## config.mk

```make
export PLATFORM = sky130hd
export DESIGN_NAME = tdc_result_serializer
export DESIGN_NICKNAME = d
export VERILOG_FILES = /design/src/rtl/tdc_result_serializer.sv
export SDC_FILE = /design/constraint.sdc
export NUM_CORES = 1
export LEC_CHECK = 0
export BUFFER_PORTS_ARGS = -buffer_cell sky130_fd_sc_hd__buf_2
export CAP_MARGIN = 25
export CORE_MARGIN = 4
export CORE_UTILIZATION = 65
export DETAILED_ROUTE_END_ITERATION = 10
export HOLD_SLACK_MARGIN = 0.1
export PLACE_DENSITY = 0.94
export SETUP_SLACK_MARGIN = 0.3
export SLEW_MARGIN = 0
export SYNTH_ARGS = -nofsm -noshare
export SYNTH_HDL_FRONTEND = slang
export SYNTH_SLANG_ARGS = --single-unit
```

## constraint.sdc

```tcl
create_clock -name clk -period 13.4 [get_ports clk]
set_input_delay 2.01 -clock clk [delete_from_list [all_inputs] [get_ports clk]]
set_output_delay 2.01 -clock clk [all_outputs]
set_load 0.02 [all_outputs]
```

## src/rtl/tdc_result_serializer.sv

```systemverilog
// Captures TDC time_count on each synchronised stop_in rising edge into a small FIFO
// and streams every stored word out as four bytes, LSB first, over valid/ready.
module tdc_result_serializer #(
   parameter int DEPTH = 4,
   parameter int PTR_W = 2
) (
   input  logic             clk,
   input  logic             rst,
   input  logic             stop_in,
   input  logic [31:0]      time_count,
   output logic [7:0]       out_data,
   output logic             out_valid,
   input  logic             out_ready,
   output logic             out_last,
   output logic [1:0]       out_idx,
   output logic [PTR_W:0]   fifo_level,
   output logic             overflow,
   input  logic             clr_ovf
);

   typedef enum logic [1:0] {
      IDLE = 2'd0,
      LOAD = 2'd1,
      SEND = 2'd2
   } state_t;

   localparam logic [PTR_W:0] PTR_ONE = {{PTR_W{1'b0}}, 1'b1};

   state_t         state, state_nxt;
   logic           s1, s2, s2_d;
   logic           cap, pop, full, empty, wr_en, drop;
   logic [PTR_W:0] wptr, rptr, level;
   logic [31:0]    mem [DEPTH];
   logic [31:0]    shreg;
   logic [1:0]     idx;

   always_ff @(posedge clk or posedge rst) begin
      if (rst) begin
         s1   <= 1'b0;
         s2   <= 1'b0;
         s2_d <= 1'b0;
      end else begin
         s1   <= stop_in;
         s2   <= s1;
         s2_d <= s2;
      end
   end

   assign cap   = s2 & ~s2_d;
   assign pop   = (state == LOAD);
   assign empty = (wptr == rptr);
   assign full  = (wptr[PTR_W] != rptr[PTR_W]) &&
                  (wptr[PTR_W-1:0] == rptr[PTR_W-1:0]);
   // A pop in the same cycle frees the slot, so a capture while full is still accepted.
   assign wr_en = cap & (~full | pop);
   assign drop  = cap & full & ~pop;

   // When full, the write and the LOAD read hit the same slot; the read sees the old word.
   always_ff @(posedge clk or posedge rst) begin
      if (rst) begin
         mem   <= '{default: '0};
         wptr  <= '0;
         rptr  <= '0;
         level <= '0;
      end else begin
         if (wr_en) begin
            mem[wptr[PTR_W-1:0]] <= time_count;
            wptr                 <= wptr + PTR_ONE;
         end
         if (pop) begin
            rptr <= rptr + PTR_ONE;
         end
         unique case ({wr_en, pop})
            2'b10:   level <= level + PTR_ONE;
            2'b01:   level <= level - PTR_ONE;
            default: level <= level;
         endcase
      end
   end

   always_ff @(posedge clk or posedge rst) begin
      if (rst) begin
         overflow <= 1'b0;
      end else if (drop) begin
         overflow <= 1'b1;
      end else if (clr_ovf) begin
         overflow <= 1'b0;
      end
   end

   always_comb begin
      state_nxt = state;
      unique case (state)
         IDLE:    if (!empty) state_nxt = LOAD;
         LOAD:    state_nxt = SEND;
         SEND:    if (out_ready && (idx == 2'd3)) state_nxt = IDLE;
         default: state_nxt = IDLE;
      endcase
   end

   always_ff @(posedge clk or posedge rst) begin
      if (rst) begin
         state     <= IDLE;
         out_valid <= 1'b0;
         shreg     <= '0;
         idx       <= '0;
      end else begin
         state     <= state_nxt;
         out_valid <= (state_nxt == SEND);
         if (state == LOAD) begin
            shreg <= mem[rptr[PTR_W-1:0]];
            idx   <= '0;
         end else if ((state == SEND) && out_ready) begin
            idx <= idx + 2'd1;
         end
      end
   end

   always_comb begin
      out_data = shreg[7:0];
      unique case (idx)
         2'd0: out_data = shreg[7:0];
         2'd1: out_data = shreg[15:8];
         2'd2: out_data = shreg[23:16];
         2'd3: out_data = shreg[31:24];
         default: out_data = shreg[7:0];
      endcase
   end

   assign out_last   = (idx == 2'd3);
   assign out_idx    = idx;
   assign fifo_level = level;

endmodule

```

==> reports/metrics.yaml <==
floorplan:
  die_x_um: 121.9
  die_area_um2: 14860
  start_util_pct: 66.54
  die_h_um: 121.9
  io_pins: 53
  coreArea_um2: 12670
  rows: 41
logic_synthesis:
  yosysWarnings: 0
  ys_ff_latch: 178
  synth.cell_area_um2: 8431
  synthCells: 547
  ys_seq_area_share_pct: 52.83
  syn_nets: 595
  ys_types: 29
  muxShareOfSynthArea_pct: 32.16
  yosysTopAreaCell: "dfrtp_1"
  synth_compound_area_share_pct: 3.384
  async_flop_share_pct: 100.0
  synth_top_family_by_area: "multiplexers"
  synth_top_area_share_pct: 52.83
  syn_area_per_cell_um2: 15.41
  synthFlopType: "dfrtp_1"
  synthSimpleGateAreaFrac_pct: 4.838
  synth_edf_count: 0
  synth_xor_area_share_pct: 1.707
  synthTopCellsByArea: "dfrtp_1 (53%), mux2_4 (21%), mux4_2 (8.5%), nand2_1 (4.0%), buf_6 (1.6%)"
  synth-adder-area-share_pct: 1.722
setup_path:
  cp_slowest_stage_delay_ns: 0.48
  r2r-end: "mem[41]"
  reg2reg_slack_ns: 10.63
  crit_slowest_cell: "dfrtp_1"
  path_cells: "inv_1, ha_1, a222oi_1, mux2i_1, buf_2"
  critical_path_buf_inv_count: 2
  cp.arrival_ns: 2.12
  start_kind: "flop"
  cp.required_ns: 11.39
  critPathCaptureType: "primary output"
  path_class: "flop to primary output"
  critPathTopFamily: "flip-flops"
  regToRegStartpoint: "state[1]"
  critical_path.max_fanout: 8
  rr_worst_depth: 4
pwr:
  finalPower_mw: 2.553
  peakVddDrop_v: 0.0001400
  power_density_nw_per_um2: 270.6
  p_leak_nw: 4.365
worst_hold_path:
  holdCritStartpoint: "s1"
  hold-path-cell-count: 0
  hp-class: "flop to flop"
  whs_endpoint: "s2"
placed_design:
  hpwl_um: 11340
  gp_congestion: 0.8740
  io_buffers: 52
clocking:
  clk_pin_slew_ns: 0.07
  post_cts_resized: 0
  postCtsHoldBufs: 0
  numCtsBuffers: 17
  tritoncts: "done"
  clock-sinks: 178
  clk_latency_ns: 0.43
  postCtsSetupBuffers: 0
  clockBufferDepth: 2
  h-tree-depth: 4
  root_buffer: "clkbuf_16"
timing:
  layout_min_cycle_time_ns: 4.127
  fmax_ghz: 0.2423
  setup_violations: 0
  max_slew_margin_pct: 39.50
  hold_viol_final: 0
  finalMaxSlewViolations: 0
  rsz0062_at_grt: "false"
  finalCritPeriodShare_pct: 30.80
  fin_skew_ns: 0.005935
  worstMarginPinSlew_ns: 0.9046
  finalSetupTns_ns: 0
finish:
  diodes: 0
  layout_common_cells: "dfrtp_1 (177), mux2_4 (119), nand2_1 (90), buf_2 (52), mux4_2 (32)"
  final_common_cell: "dfrtp_1"
  synthToLayoutAreaGrowth_pct: 11.90
  drive_gt1_share_pct: 43.35
  nets: 644
detailed_routing:
  viasPerCell: 6.193
  drc: 0
  antenna_left: 0
  num_vias: 4837
  post_drt_wl_per_cell_um: 23.51
  drt-initial-drc-count: 432
  drt_pass1_iterations: 7
  drt-total-wl_um: 18360
run:
  max_cap_viol_count: 0
global_route:
  grt_max_degree: 81
  antenna_found_initial: 0
  grt_usage_pct: 26.80
  grt_pass1_vias: 5271
  grt_first_pass_wirelength_um: 29640
  grt-ovfl-total: 0
outcome:
  outcome: "finished clean"
## metrics by stage
step / hold slack [ns] / util, % / setup WS (ns) / cell area (um2) / std cells
2_1_floorplan: 0.3312 / - / 6.560 / 8431 / 547
3_3_place_gp: 0.3506 / 69.14 / 9.530 / 8761 / 748
3_5_place_dp: 0.3550 / 69.36 / 9.822 / 8788 / 749
4_1_cts: 0.3646 / 74.45 / 9.292 / 9434 / 781
5_1_grt: 0.3727 / 74.45 / 9.222 / 9434 / 781
6_report: 0.3663 / 74.45 / 9.273 / 9434 / 781
## cell usage after synthesis (4+ instances only)
cell	instances
a222oi_1	8
a41oi_4	4
buf_2	7
buf_6	12
clkbuf_1	13
dfrtp_1	178
ha_1	10
inv_1	16
mux2_2	11
mux2_4	119
mux2i_1	8
mux4_2	32
nand2_1	90
nand3b_1	5
o21ai_0	10
xnor2_1	5
## cell families (layout without fill, tap and decap cells)
group	Yosys count	in the layout
DFF	178	178
adders and majority gates	11	11
buffers and inverters	49	111
and+or+nand+nor	101	101
muxes	170	170
AOI/OAI and AO/OA	28	28
xor gates and xnor gates	10	10
## flip-flops by register name, indices dropped and copies added (netlist names)
signal      count
s1              1
fifo_level      3
rptr            3
s2              1
wptr            3
overflow        1
out_valid       1
mem           128
state           2
out_idx         2
s2_d            1
shreg          32
## where the power goes
part	total [mW]	switching, mW	internal [mW]
sequential	0.983	0.183	0.801
combinational	1.03	0.464	0.570
clock	0.536	0.207	0.329
## final cells by class
cell class                 instances  area (um2)
sequential                       178        4456
multi-input combinational        320        3694
fill                             698        3237
clock buffer                      21       470.5
timing repair buffer              62       355.3
tap                              172       215.2
clock inverter                    11       175.2
inverter                          17       68.82
## worst max path at each step
| stage | from | to | slack, ns | depth (start not counted) |
|---|---|---|---|---|
| 2_1_floorplan | rst | fifo_level[0] | 6.56 | 1 |
| 3_3_place_gp | rst | rptr[0] | 9.53 | 3 |
| 3_5_place_dp | out_idx[0] | out_data[4] | 9.82 | 4 |
| 4_1_cts | out_idx[1] | out_data[4] | 9.29 | 5 |
| 5_1_grt | out_idx[1] | out_data[4] | 9.22 | 5 |
| 6_report | out_idx[1] | out_data[4] | 9.27 | 5 |
## routing by layer
| layer | up-vias | part of all wire [%] | GRT usage (%) |
|---|---|---|---|
| li1 | 2023 | - | - |
| met1 | 2555 | 40 | 34.19 |
| met2 | 210 | 51 | 44.06 |
| met3 | 49 | 6.0 | 6.035 |
| met4 | 0 | 3.1 | 12.61 |
| met5 | - | 0 | 0 |
## worst reg2reg max path: cells and delay by family (launching register included)
family	cells	cell delay, ns
buf+inv	1	0.52
flops	1	0.47
mux	1	0.36
simple gates	1	0.49
compound gates	1	0.81
(Power assumes the default switching activity.)
